`config.mk`:
```
export PLATFORM = sky130hd
export DESIGN_NAME = seg7_ctrl
export DESIGN_NICKNAME = d
export VERILOG_FILES = /design/src/rtl/seg7_ctrl.sv
export SDC_FILE = /design/constraint.sdc
export NUM_CORES = 1
export LEC_CHECK = 0
export CELL_PAD_IN_SITES_DETAIL_PLACEMENT = 1
export CELL_PAD_IN_SITES_GLOBAL_PLACEMENT = 2
export CORE_MARGIN = 4
export CORE_UTILIZATION = 34
export CTS_BUF_LIST = sky130_fd_sc_hd__clkbuf_2
export CTS_CLUSTER_DIAMETER = 60
export CTS_CLUSTER_SIZE = 25
export DETAILED_ROUTE_END_ITERATION = 10
export PLACE_DENSITY = 0.82
export REMOVE_ABC_BUFFERS = 1
export SLEW_MARGIN = 15
export SYNTH_ARGS = -nofsm -noshare
export SYNTH_HDL_FRONTEND = slang
export SYNTH_SLANG_ARGS = --single-unit
```
`constraint.sdc`:
```
create_clock -name clk -period 2 [get_ports clk]
set_input_delay 0.4 -clock clk [delete_from_list [all_inputs] [get_ports clk]]
set_output_delay 0.4 -clock clk [all_outputs]
set_load 0.1 [all_outputs]
```
`src/rtl/seg7_ctrl.sv`:
```
// seg7_ctrl: register-mapped 8-digit seven-segment pattern generator with debug override and blink
module seg7_ctrl #(
   parameter int BLINK_DIV = 50_000_000
) (
   input  logic        clk,
   input  logic        rst_n,
   input  logic        bus_req,
   input  logic        bus_we,
   input  logic [2:0]  bus_addr,
   input  logic [31:0] bus_wdata,
   output logic [31:0] bus_rdata,
   output logic        bus_ack,
   input  logic        dbg_en,
   input  logic [31:0] dbg_value,
   output logic [63:0] numbers
);
   localparam int CW = (BLINK_DIV > 2) ? $clog2(BLINK_DIV) : 1;
   typedef enum logic {IDLE, ACK} state_t;
   state_t state, state_nxt;
   logic [31:0] value, raw_lo, raw_hi, ctrl, rd_mux;
   logic [CW-1:0] blink_cnt;
   logic blink_phase, wr, rd;
   logic [63:0] raw, numbers_nxt;

   function automatic logic [6:0] hex7(input logic [3:0] n);
      case (n)
         4'h0: hex7 = 7'h3F;
         4'h1: hex7 = 7'h06;
         4'h2: hex7 = 7'h5B;
         4'h3: hex7 = 7'h4F;
         4'h4: hex7 = 7'h66;
         4'h5: hex7 = 7'h6D;
         4'h6: hex7 = 7'h7D;
         4'h7: hex7 = 7'h07;
         4'h8: hex7 = 7'h7F;
         4'h9: hex7 = 7'h6F;
         4'hA: hex7 = 7'h77;
         4'hB: hex7 = 7'h7C;
         4'hC: hex7 = 7'h39;
         4'hD: hex7 = 7'h5E;
         4'hE: hex7 = 7'h79;
         default: hex7 = 7'h71;
      endcase
   endfunction

   always_comb begin
      state_nxt = IDLE;
      wr = 1'b0;
      rd = 1'b0;
      if (state == IDLE && bus_req) begin
         state_nxt = ACK;
         wr = bus_we;
         rd = !bus_we;
      end
   end

   always_comb begin
      rd_mux = 32'h0;
      case (bus_addr)
         3'd0: rd_mux = value;
         3'd1: rd_mux = raw_lo;
         3'd2: rd_mux = raw_hi;
         3'd3: rd_mux = ctrl;
         3'd4: rd_mux = {30'b0, blink_phase, dbg_en};
         default: rd_mux = 32'h0;
      endcase
   end

   assign raw = {raw_hi, raw_lo};
   assign bus_ack = (state == ACK);

   // Debug override wins, then blank, then blink-off phase, then raw, then hex with dp.
   for (genvar i = 0; i < 8; i++) begin : g_digit
      assign numbers_nxt[8*i +: 8] =
         dbg_en                          ? {1'b0, hex7(dbg_value[4*i +: 4])} :
         ctrl[16+i]                      ? 8'h00 :
         (ctrl[24+i] && blink_phase)     ? 8'h00 :
         ctrl[i]                         ? raw[8*i +: 8] :
                                           {ctrl[8+i], hex7(value[4*i +: 4])};
   end

   always_ff @(posedge clk or negedge rst_n) begin
      if (!rst_n) begin
         state       <= IDLE;
         value       <= '0;
         raw_lo      <= '0;
         raw_hi      <= '0;
         ctrl        <= '0;
         bus_rdata   <= '0;
         blink_cnt   <= '0;
         blink_phase <= 1'b0;
         numbers     <= '0;
      end else begin
         state   <= state_nxt;
         numbers <= numbers_nxt;
         if (rd) bus_rdata <= rd_mux;
         if (wr && bus_addr == 3'd0) value  <= bus_wdata;
         if (wr && bus_addr == 3'd1) raw_lo <= bus_wdata;
         if (wr && bus_addr == 3'd2) raw_hi <= bus_wdata;
         if (wr && bus_addr == 3'd3) ctrl   <= bus_wdata;
         if (blink_cnt == CW'(BLINK_DIV - 1)) begin
            blink_cnt   <= '0;
            blink_phase <= !blink_phase;
         end else begin
            blink_cnt <= blink_cnt + CW'(1);
         end
      end
   end
endmodule

```
==> qor.yml, run 1 <==
hold_path:
  min-delay-start: "bus_wdata[18]"
  hold_depth: 2
  min_to: "ctrl[18]"
  hp-class: "primary input to flip-flop"
clock_tree:
  cts_buffers: 31
  ctsRootBufferMaster: "clkbuf_2"
  clock-sinks: 252
  cts_tree: "yes"
  cts_max_path_buffers: 3
  htree_levels: 1
  clk_pin_slew_ns: 0.40
  clock_latency_ns: 1.13
sta:
  setup_viol: 96
  slew_violations: 0
  rsz0062_at_grt: "true"
  finalCritPeriodShare: 1.13
  tightest_slew_ns: 0.830
  finalHoldWorstSlack_ns: 0.138
  min_period_ns: 2.25
  report.final.hold_viol_count: 0
  clock_skew_ns: 0.155
  relSlewSlack: 0.447
  max_freq_mhz: 444
  fin_ws_ns: -0.253
die:
  rows: 75
  io_pins: 169
  core_sq_um: 42400
  die_w_um: 216
  dieArea_sq_um: 46700
  start_util: 0.347
  dieHeight_um: 216
power:
  leakage_nw: 8.94
  peakVddDrop_mv: 0.515
  powerDensity_nw_per_um2: 975
place:
  dp_hpwl_um: 38300
  placed_area_sq_um: 18100
  gp_congestion: 0.845
  portBuffers: 168
layout:
  areaGrowthSynthToFinish_pct: 37.3
  layout.nets: 1920
  fin_area_sq_um: 20200
  layout-drive-gt1-share: 0.307
run_status:
  violations: "negative setup slack"
  status: "finished, violations left"
global_routing:
  grt_pass1_vias: 13600
  grt_util_all_layers: 0.217
  grt_overflow: 0
  grt_pass1_wl_um: 80900
  grt_max_degree: 56
  antenna_found_initial: 3
route:
  dr.max_layer_used: "met5"
  routed_via_density: 5.43
  dr.pass1.iters: 5
  wl_met3_um: 2330
  drt-total-wl_um: 52100
  wl_met1_um: 23300
  vias: 12700
  wl_met2_um: 24800
  routedWlPerCell_um: 22.2
  ant_nets: 0
  drc: 0
  drt_iter0_markers: 544
worst_setup_path:
  crit_type: "flip-flop to primary output"
  crit_start: "bus_rdata[12]"
  cp.required_ns: 1.60
  critPathArrivalTime_ns: 1.85
  r2r_setup_slack_ns: 0.08
  critPathCaptureType: "primary output"
  startpoint_type: "flip-flop"
  r2r_start: "value[0]"
  cp_cell_sequence: "buf_12"
  critPathSlowestCell: "dfrtp_2"
  r2r_end: "numbers[5]"
  worst_path_largest_cell_delay_ns: 0.54
  r2r_cells: 6
  worstPathMaxFanout: 2
  critical_path.top_delay_family: "flip-flops"
  worst-path-buf-inv: 1
synthesis:
  avgSynthCellArea_sq_um: 10.5
  netlist-cell-type-count: 57
  synthArstFlopShare: 1.00
  synth_seq_area_share: 0.428
  synth-seq-cells: 252
  ys_warn_count: 0
  synth-edff-count: 0
  syn-cell-area_sq_um: 14700
  ys.flop_type: "dfrtp_1"
  netlist_instances: 1407
job:
  drv_cap: 0
[layout by cell type (no fill, tap or decap), types with 61 or more instances in the layout]
cell type	n
dfrtp_1	237
clkdlybuf4s50_1	70
ha_1	102
mux2_2	130
buf_12	78
buf_4	186
nand2_1	100
inv_1	61
o21ai_0	102
nor2b_1	81
[sequential cells by signal (all words and copies together), names as in the netlist]
signal / cells
blink_phase: 1
raw_lo: 32
ctrl: 32
raw_hi: 32
value: 32
numbers: 64
blink_cnt: 26
bus_rdata: 32
bus_ack: 1
[cells in the mapped netlist (6+ instances only)]
library cell	instances	area (sq um)
o21ai_0	103	515
a311oi_1	7	61.3
a221oi_1	45	394
nand2_1	101	379
a21oi_1	53	265
and3_1	12	75.1
mux2_2	130	1460
dfrtp_1	252	6310
or3_1	7	43.8
a211oi_1	29	218
xor2_1	6	52.6
buf_2	11	55.1
o32ai_1	22	193
nor2_1	46	173
mux4_2	16	360
nand4_1	7	43.8
xnor2_1	10	87.6
mux2i_1	27	270
nor3_1	28	140
a211o_1	8	70.1
clkbuf_1	81	304
o2bb2ai_1	7	61.3
a221o_1	8	80.1
buf_1	8	30.0
ha_1	105	1310
nand2b_1	10	62.6
nand3_1	22	110
a22o_1	35	307
nor2b_1	81	507
inv_1	62	233
o31ai_1	10	75.1
o22ai_1	6	37.5
[metrics by stage]
step | power, mW | setup TNS (ns) | setup WS [ns] | utilization | cells
4_1_cts | 19.7 | -23.80 | -0.426 | 0.471 | 2339
2_1_floorplan | 12.1 | -200.44 | -1.70 | - | 1307
5_1_grt | 20.7 | -21.41 | -0.379 | 0.477 | 2345
3_3_place_gp | 14.9 | -42.34 | -0.354 | 0.426 | 2236
6_report | 19.7 | -7.94 | -0.253 | 0.477 | 2345
3_5_place_dp | 15.1 | -47.68 | -0.400 | 0.426 | 2236
[cell families (layout without fill, tap and decap cells)]
group	Yosys count	count (layout)	synth area share
other	0	1	0
XOR/XNOR	16	16	0.00952
AO/OA/AOI/OAI	357	357	0.168
buffers and inverters	162	522	0.0422
multiplexers	176	176	0.145
adder cells (fa/ha/maj)	105	105	0.0893
flip-flops	252	252	0.428
AND/OR/NAND/NOR	339	339	0.118
[layout make-up]
| class | instances | area (sq um) |
|---|---|---|
| Inverter | 62 | 233 |
| Fill cell | 4608 | 22200 |
| Clock buffer | 31 | 155 |
| Sequential cell | 252 | 6320 |
| Tap cell | 577 | 722 |
| Multi-Input combinational cell | 993 | 7870 |
| Clock inverter | 26 | 383 |
| Timing Repair Buffer | 403 | 4530 |
| Antenna cell | 1 | 2.50 |
[worst max-delay path by stage]
| stage | endpoint | slack (ns) | cells after the start |
|---|---|---|---|
| final | bus_rdata[12] | -0.25 | 1 |
| after global routing | bus_rdata[13] | -0.38 | 1 |
| after CTS | bus_rdata[12] | -0.43 | 1 |
| after detailed placement | raw_lo[22] | -0.40 | 5 |
| after global placement | raw_lo[18] | -0.35 | 6 |
| after floorplan | raw_hi[0] | -1.70 | 3 |
[layer usage]
layer,track usage,vias up
li1,-,5807
met1,0.298,6535
met2,0.363,302
met3,0.0269,81
met4,0.0629,4
met5,0,-
[timing repair]
item / CTS / global route
cloned: 0 / 1
buffers inserted: 12 / 4
pin swaps: 1 / 3
resized for setup: 242 / 44
hold endpoints to repair: 341 / 0
endpoints found under the setup margin: 101 / 123
hold buffers: 34 / 0
[report_power, final]
| part | internal, mW | total [mW] | switching (mW) |
|---|---|---|---|
| Combinational | 3.60 | 8.63 | 5.02 |
| Clock | 0.984 | 3.61 | 2.63 |
| Sequential | 6.04 | 7.47 | 1.43 |
Note: power is estimated with default switching activity, not from simulation.
==> run 2: changes to the inputs <==
CAP_MARGIN = 30   (was default)
SETUP_SLACK_MARGIN = 0.05   (was default)
TNS_END_PERCENT = 20   (was default)
==> qor.yml, run 2 (synthesis results as in run 1) <==
run_status:
  status: "finished, violations left"
  violations: "negative setup slack"
global_routing:
  grt_overflow: 0
  antenna_found_initial: 3
  grt_pass1_wl_um: 80800
  grt_pass1_vias: 13500
  grt_max_degree: 56
  grt_util_all_layers: 0.217
power:
  leakage_nw: 8.88
  total_power_mw: 19.7
  peakVddDrop_mv: 0.546
  powerDensity_nw_per_um2: 977
route:
  drc: 0
  drt_iter0_markers: 558
  ant_nets: 0
  vias: 12600
  routedWlPerCell_um: 22.2
  routed_via_density: 5.39
  dr.pass1.iters: 5
  drt-total-wl_um: 51700
worst_setup_path:
  critPathCaptureType: "primary output"
  worstPathMaxFanout: 2
  worst_path_largest_cell_delay_ns: 0.54
  cp_cell_sequence: "buf_12"
  startpoint_type: "flip-flop"
  cp.required_ns: 1.60
  critical_path.top_delay_family: "flip-flops"
  critPathSlowestCell: "dfrtp_2"
  crit_type: "flip-flop to primary output"
  critPathArrivalTime_ns: 1.86
  worst-path-buf-inv: 1
die:
  io_pins: 169
  rows: 75
  dieArea_sq_um: 46700
  dieHeight_um: 216
  die_w_um: 216
  core_sq_um: 42400
  start_util: 0.347
job:
  drv_cap: 0
place:
  portBuffers: 168
  gp_congestion: 0.845
  dp.cells: 2236
  dp_hpwl_um: 38300
layout:
  mostFrequentLayoutCells: "dfrtp_1 (234), buf_4 (175), mux2_2 (130)"
  layout.nets: 1908
  layout_commonest_cell: "dfrtp_1"
  layout-drive-gt1-share: 0.308
  areaGrowthSynthToFinish_pct: 36.9
  top_register: "numbers"
  largest_reg_flops: 64
  stdcell_count: 2333
sta:
  fin_ws_ns: -0.260
  relSlewSlack: 0.430
  setup_viol: 96
  rsz0062_at_grt: "true"
  slew_violations: 0
  min_period_ns: 2.26
  tightest_slew_ns: 0.855
  max_freq_mhz: 442
  finalCritPeriodShare: 1.13
  clock_skew_ns: 0.169
  report.final.hold_viol_count: 0
clock_tree:
  clock-sinks: 252
  htree_levels: 1
  cts_tree: "yes"
  cts_buffers: 31
  cts_max_path_buffers: 3
  ctsRootBufferMaster: "clkbuf_2"
  clock_latency_ns: 1.14
  clk_pin_slew_ns: 0.40
hold_path:
  hp-class: "primary input to flip-flop"
run 2: layout make-up:
type	count	area, sq um
Fill cell	4607	22300
Multi-Input combinational cell	993	7890
Sequential cell	252	6330
Timing Repair Buffer	391	4440
Tap cell	577	722
Clock inverter	26	383
Inverter	62	233
Clock buffer	31	155
Antenna cell	1	2.50
run 2: worst paths after layout:
kind | from | to | slack, ns | depth (start not counted)
worst max-delay path | bus_rdata[12] | bus_rdata[12] | -0.26 | 1
max in group asynchronous | rst_n | value[22] | 0.90 | 5
worst min-delay path | bus_wdata[18] | ctrl[18] | 0.15 | 2
min in group asynchronous | rst_n | raw_hi[16] | 0.43 | 4
worst min register to register | blink_cnt[0] | blink_cnt[0] | 0.53 | 1
worst max register to register | blink_cnt[1] | blink_cnt[22] | -0.01 | 5
run 2: repair_timing:
| item | in CTS | in global routing |
|---|---|---|
| hold endpoints to repair | 341 | 0 |
| setup buffers | 5 | 0 |
| hold buffers | 34 | 0 |
| endpoints found under the setup margin | 106 | 121 |
| pin swaps | 1 | 5 |
| gates resized for setup | 252 | 43 |
run 2: metal layers:
metal	up-vias	part of all wire	track usage
met4	4	0.026	0.0591
met2	255	0.48	0.363
met1	6454	0.45	0.299
met3	72	0.039	0.0263
met5	-	0.00066	0
li1	5785	-	-
run 2: stage by stage:
stage	setup WS (ns)	setup TNS, ns	hold slack, ns	utilization	cell area [sq um]
3_3_place_gp	-0.354	-42.34	0.343	0.426	18100
5_1_grt	-0.379	-21.57	0.00554	0.475	20100
2_1_floorplan	-1.70	-200.44	0.104	-	14300
3_5_place_dp	-0.400	-47.68	0.342	0.426	18100
4_1_cts	-0.426	-23.83	0.00406	0.471	20000
6_report	-0.260	-8.04	0.149	0.475	20100
run 2: power breakdown:
part	leakage, nW	internal (mW)	switching, mW
combinational	5.44	3.58	5.02
clock	0.298	0.984	2.63
sequential	3.14	6.05	1.44
total	8.88	10.6	9.08
